**config.mk**
```make
export PLATFORM = sky130hd
export DESIGN_NAME = fetch_prefetch
export DESIGN_NICKNAME = d
export VERILOG_FILES = /design/src/rtl/fetch_prefetch_pkg.sv /design/src/rtl/fetch_queue.sv /design/src/rtl/fetch_prefetch.sv
export SDC_FILE = /design/constraint.sdc
export NUM_CORES = 1
export LEC_CHECK = 0
export ABC_AREA = 1
export CAP_MARGIN = 20
export CORE_UTILIZATION = 46
export CTS_CLUSTER_SIZE = 10
export DETAILED_ROUTE_END_ITERATION = 10
export HOLD_SLACK_MARGIN = 0.05
export PLACE_DENSITY = 0.68
export SETUP_SLACK_MARGIN = 0.05
export SLEW_MARGIN = 20
export SYNTH_ARGS = -nofsm -noshare
export SYNTH_HDL_FRONTEND = slang
export SYNTH_SLANG_ARGS = --single-unit
```
**constraint.sdc**
```tcl
create_clock -name clk -period 9.6 [get_ports clk]
set_input_delay 1.92 -clock clk [delete_from_list [all_inputs] [get_ports clk]]
set_output_delay 1.92 -clock clk [all_outputs]
set_load 0.01 [all_outputs]
```
**src/rtl/fetch_prefetch_pkg.sv**
```systemverilog
// Shared definitions for the instruction prefetch unit: the NOP used on an
// empty output, the default reset PC and the queue entry layout.
package fetch_prefetch_pkg;

  localparam logic [31:0] NOP_INS          = 32'h00000013;
  localparam logic [31:0] DEFAULT_RESET_PC = 32'h00000000;

  // One buffered instruction together with the PC it was fetched from.
  typedef struct packed {
    logic [31:0] pc;
    logic [31:0] ins;
  } fetch_entry_t;

  // Instruction fetches are always word aligned; the low two bits are dropped.
  function automatic logic [31:0] word_align(input logic [31:0] addr);
    return addr & ~32'h00000003;
  endfunction

endpackage

```
**src/rtl/fetch_queue.sv**
```systemverilog
// In-order FIFO of {pc, ins} entries. Flush wins over push and pop; the head
// entry is presented combinationally so decode sees it in the same cycle.
module fetch_queue
  import fetch_prefetch_pkg::*;
#(
  parameter int DEPTH = 4,
  localparam int AW = $clog2(DEPTH),
  localparam int CW = AW + 1
) (
  input  logic         clk,
  input  logic         rst,
  input  logic         push,
  input  logic         pop,
  input  logic         flush,
  input  fetch_entry_t push_data,
  output fetch_entry_t head,
  output logic [CW-1:0] count,
  output logic         empty
);

  localparam logic [CW-1:0] FULL_COUNT = CW'(DEPTH);

  fetch_entry_t  entries_reg [DEPTH];
  logic [AW-1:0] rd_ptr_reg;
  logic [AW-1:0] wr_ptr_reg;
  logic [CW-1:0] count_reg;
  logic          do_push;
  logic          do_pop;

  assign empty   = (count_reg == '0);
  assign count   = count_reg;
  assign do_push = push && !flush;
  assign do_pop  = pop && !flush && !empty;
  assign head    = entries_reg[rd_ptr_reg];

  // Pointer and occupancy bookkeeping; DEPTH is a power of two so pointers wrap.
  always_ff @(posedge clk or posedge rst) begin
    if (rst) begin
      rd_ptr_reg <= '0;
      wr_ptr_reg <= '0;
      count_reg  <= '0;
    end else if (flush) begin
      rd_ptr_reg <= '0;
      wr_ptr_reg <= '0;
      count_reg  <= '0;
    end else begin
      if (do_push) wr_ptr_reg <= wr_ptr_reg + 1'b1;
      if (do_pop)  rd_ptr_reg <= rd_ptr_reg + 1'b1;
      count_reg <= count_reg + CW'(do_push) - CW'(do_pop);
    end
  end

  // Entry storage needs no reset: only slots below count are ever observed.
  always_ff @(posedge clk) begin
    if (do_push) entries_reg[wr_ptr_reg] <= push_data;
  end

  // The credit rule upstream guarantees a free slot for every response.
  always_ff @(posedge clk) begin
    if (!rst && do_push) assert (count_reg != FULL_COUNT);
  end

endmodule

```
**src/rtl/fetch_prefetch.sv**
```systemverilog
// Instruction prefetch unit: issues sequential word fetches ahead of decode,
// buffers returned instructions with their PCs, and on a redirect flushes the
// buffer and discards every response still in flight.
module fetch_prefetch
  import fetch_prefetch_pkg::*;
#(
  parameter int          DEPTH    = 4,
  parameter logic [31:0] RESET_PC = DEFAULT_RESET_PC
) (
  input  logic        clk,
  input  logic        rst,
  output logic        mem_req_valid,
  input  logic        mem_req_ready,
  output logic [31:0] mem_req_addr,
  input  logic        mem_resp_valid,
  input  logic [31:0] mem_resp_data,
  input  logic        redirect,
  input  logic [31:0] redirect_pc,
  input  logic        stall,
  output logic        ins_valid,
  output logic [31:0] ins,
  output logic [31:0] ins_pc
);

  localparam int CW = $clog2(DEPTH) + 1;
  localparam logic [CW:0] CREDITS = (CW + 1)'(DEPTH);

  logic [31:0]   fetch_pc_reg, fetch_pc_next;
  logic [31:0]   resp_pc_reg, resp_pc_next;
  logic [CW-1:0] inflight_reg, inflight_next;
  logic [CW-1:0] drop_reg, drop_next;

  logic [CW-1:0] q_count;
  logic          q_empty;
  fetch_entry_t  q_head;
  fetch_entry_t  q_push_data;
  logic          q_push;
  logic          q_pop;

  logic          req_accept;
  logic          resp_keep;
  logic [CW:0]   credit_used;

  // Outstanding requests plus buffered entries may never exceed DEPTH, so
  // every response is guaranteed a queue slot.
  assign credit_used   = {1'b0, inflight_reg} + {1'b0, q_count};
  assign mem_req_valid = !rst && (credit_used < CREDITS);
  assign mem_req_addr  = fetch_pc_reg;
  assign req_accept    = mem_req_valid && mem_req_ready;

  // A response is kept only when nothing is pending discard and no redirect
  // is flushing the stream this cycle.
  assign resp_keep        = mem_resp_valid && (drop_reg == '0) && !redirect;
  assign q_push           = resp_keep;
  assign q_pop            = ins_valid && !stall && !redirect;
  assign q_push_data.pc   = resp_pc_reg;
  assign q_push_data.ins  = mem_resp_data;

  fetch_queue #(
    .DEPTH(DEPTH)
  ) u_queue (
    .clk      (clk),
    .rst      (rst),
    .push     (q_push),
    .pop      (q_pop),
    .flush    (redirect),
    .push_data(q_push_data),
    .head     (q_head),
    .count    (q_count),
    .empty    (q_empty)
  );

  assign ins_valid = !q_empty;
  assign ins       = ins_valid ? q_head.ins : NOP_INS;
  assign ins_pc    = ins_valid ? q_head.pc  : 32'h0;

  // Next-state for PCs and counters; a redirect overrides the normal updates
  // and marks every request still outstanding (including one accepted now)
  // for discard.
  always_comb begin
    inflight_next = inflight_reg + CW'(req_accept) - CW'(mem_resp_valid);
    fetch_pc_next = req_accept ? fetch_pc_reg + 32'd4 : fetch_pc_reg;
    resp_pc_next  = resp_keep  ? resp_pc_reg + 32'd4  : resp_pc_reg;
    drop_next     = (mem_resp_valid && (drop_reg != '0)) ? drop_reg - 1'b1 : drop_reg;
    if (redirect) begin
      fetch_pc_next = word_align(redirect_pc);
      resp_pc_next  = word_align(redirect_pc);
      drop_next     = inflight_next;
    end
  end

  // Fetch-side state registers.
  always_ff @(posedge clk or posedge rst) begin
    if (rst) begin
      fetch_pc_reg <= RESET_PC;
      resp_pc_reg  <= RESET_PC;
      inflight_reg <= '0;
      drop_reg     <= '0;
    end else begin
      fetch_pc_reg <= fetch_pc_next;
      resp_pc_reg  <= resp_pc_next;
      inflight_reg <= inflight_next;
      drop_reg     <= drop_next;
    end
  end

endmodule

```
==> impl_metrics.tcl <==
set metrics [dict create \
    status "completed" \
    critPathLaunch "u_queue.rd_ptr_reg[1]" \
    ant_nets 0 \
    rows 64 \
    dieArea_um2 32460 \
    clock.fmax_mhz 184.5 \
    worstPathRequired_ns 7.68 \
    antenna_found_initial 1 \
    synth_ff_type "edfxtp_1" \
    end_kind "output port" \
    track_usage_pct 21.42 \
    post_route_cells_drive_above_1_share_pct 6.446 \
    maxSlewViolCount 0 \
    die_x_um 180.2 \
    critPathSlowestCell "buf_4" \
    drc 0 \
    finalCritPeriodShare_pct 56.47 \
    synthesis.area_um2 14600 \
    wirelength_um 34730 \
    drv_cap 0 \
    firstDrtPassIters 5 \
    cts_hold_buf 0 \
    power.leakage_nw 6.573 \
    clk_path_buf_depth 3 \
    nets 1702 \
    clk_latency_ns 0.51 \
    postCtsSetupBuffers 0 \
    r2r-start "drop_reg[0]" \
    clk_pin_slew_ns 0.06 \
    dp_hpwl_um 21170 \
    syn_area_per_cell_um2 9.947 \
    ys_seq_area_share_pct 63.51 \
    numCtsBuffers 38 \
    wl_per_cell_um 17.15 \
    timing.hold.ws_ns 0.5369 \
    hold_viol 0 \
    post_cts_resized 0 \
    nFillCells 2539 \
    cts_root_buffer "clkbuf_16" \
    crit_type "reg2out" \
    vias 10690 \
    path_cells "buf_4 -> inv_2 -> buf_4 -> nor2_1 -> o21ai_0 -> a21oi_1 -> clkdlybuf4s50_1" \
    min_path_type "reg2reg" \
    largest_register_ffs 248 \
    slowest_delay_ns 0.66 \
    clock_skew_ns 0.01001 \
    fin_setup_tns_ns 0 \
    diodes 0 \
    grt_pass1_vias 10290 \
    ctsHtreeMaxLevel 2 \
    ios 168 \
    clkSinkCount 321 \
    grt_first_pass_wirelength_um 55010 \
    cp-start-kind "flip-flop" \
    finalPower_mw 4.406 \
    yosysUniqueCellTypes 43 \
    cp_common_cell "buf_4" \
    setup_viol 0 \
    critical_path.top_delay_family "buffers and inverters" \
    p_per_area_nw_per_um2 250.0 \
    ys_ff_latch 321 \
    synthArstFlopShare_pct 22.74 \
    port_buffers 161 \
    initial_core_util_pct 47.24 \
    ys_warn_count 0 \
    cts_tree "built" \
    vdd.ir_drop.worst_uv 137.6 \
    grt.overflow.total 0 \
    via_per_inst 5.280 \
    grt_max_degree 107 \
    drt_iter0_markers 814 \
    crit_fanout 63 \
    crit_arrival_ns 3.50 \
    relSlewSlack_pct 36.22 \
    min_period_ns 5.421 \
    rsz0062_at_grt "false" \
    worst_pin_slew_ns 0.9566 \
    hold_start "inflight_reg[0]" \
    critPathBufInv 4 \
    place.gp.congestion 0.8911 \
    area_growth_pct 20.70 \
    syn_inst 1468 \
    synth-edff-count 248 \
    core_area_um2 30910 \
    die_h_um 180.2 \
]
final timing paths:
| kind | depth (start not counted) | slack, ns | to |
|---|---|---|---|
| max | 7 | 4.18 | ins_pc[15] |
| min | 1 | 0.54 | inflight_reg[0] |
| max reg2reg | 7 | 6.39 | u_queue.entries_reg[3][44] |
| min reg2reg | 1 | 0.54 | inflight_reg[0] |
| max in group asynchronous | 3 | 6.66 | u_queue.rd_ptr_reg[0] |
| min in group asynchronous | 2 | 1.80 | mem_req_addr[16] |
cells by family after synthesis:
kind of cell / after synthesis / synth area share (%)
adders and majority gates: 16 / 1.474
DFF: 321 / 63.51
and+or+nand+nor: 678 / 19.58
buffers and inverters: 160 / 4.482
AOI/OAI and AO/OA: 274 / 9.794
other: 1 / 0.02568
xor gates and xnor gates: 18 / 1.131
worst register-to-register path, delay by kind of cell, from the launching register on:
family	cells	cell delay (ns)
DFF	1	0.37
buffers and inverters	3	1.01
adders and majority gates	1	0.20
and+or+nand+nor	3	1.26
cells in the final DEF (no fill, tap or decap), types with 3 or more instances in the layout:
master and count:
nor2_1 319, edfxtp_1 248, nand2_1 234, clkdlybuf4s50_1 160
o21ai_0 156, a21oi_1 94, inv_1 86, dfrtp_1 71
nand3_1 67, clkbuf_16 39, ha_1 14, nor2_4 11
xor2_1 11, nor2_2 10, buf_4 10, nor3_1 9
o211ai_1 9, clkbuf_1 8, inv_2 7, nand2_2 7
xnor2_1 6, nand3b_1 4, nand3_2 4, conb_1 4
clkbuf_8 4, o311ai_0 3, a31oi_1 3
report_power, final:
group          switching, mW  total, mW  internal [mW]  leakage, nW
logic                  0.791       1.36          0.565         2.92
clock network          0.512       1.28          0.764        0.533
registers              0.139       1.77           1.63         3.12
final cells by class:
type,count,area [um^2],share of cell area (%)
timing repair buffer,172,1693,9.605
tap,396,495.5,2.811
inverter,93,349.1,1.981
sequential,321,9279,52.65
clock buffer,51,1061,6.020
multi-input combinational,990,4715,26.75
clock inverter,2,32.53,0.1846
routing by layer:
metal	vias up	GRT usage (%)	routed length, um
met5	-	0	14
met4	2	5.538	707
met3	56	3.193	1949
met2	325	36.05	16470
met1	5074	29.11	15590
li1	5236	-	-
cells in the mapped netlist (2+ instances only):
library cell  number  share of area, %
nor2_1           323               8.3
buf_4              6              0.31
a22oi_1            2              0.10
nand2_1          234               6.0
edfxtp_1         248                51
nand4_1            2             0.086
nor2_2            10              0.43
o21ai_0          156               5.3
o211ai_1           9              0.46
dfrtp_1           73                13
nand2_2            7              0.30
fa_1               2              0.27
nand3_1           67               2.3
nand3_2            4              0.27
xnor2_1            6              0.36
a21oi_1           94               3.2
and2_1             2             0.086
ha_1              14               1.2
o21bai_1           2              0.10
buf_2             25              0.86
xor2_1            11              0.66
o311ai_0           3              0.18
o22ai_1            2             0.086
nor2b_1            2             0.086
nor3_1             9              0.31
inv_1             87               2.2
nor2_4             7              0.54
a31oi_1            3              0.13
buf_1              7              0.18
clkbuf_1          29              0.75
nand3_4            2              0.24
inv_2              6              0.15
nand3b_1           4              0.21
stage by stage:
step	setup slack, ns	util (%)	instance area (um^2)	cells
final	4.179	57.02	17620	2025
after global routing	4.047	57.02	17620	2025
after CTS	4.113	57.01	17620	2025
after detailed placement	4.413	53.47	16530	1972
after global placement	4.392	53.47	16530	1972
after floorplan	4.078	-	14610	1471
No activity file was read; power rests on OpenSTA's default activity.
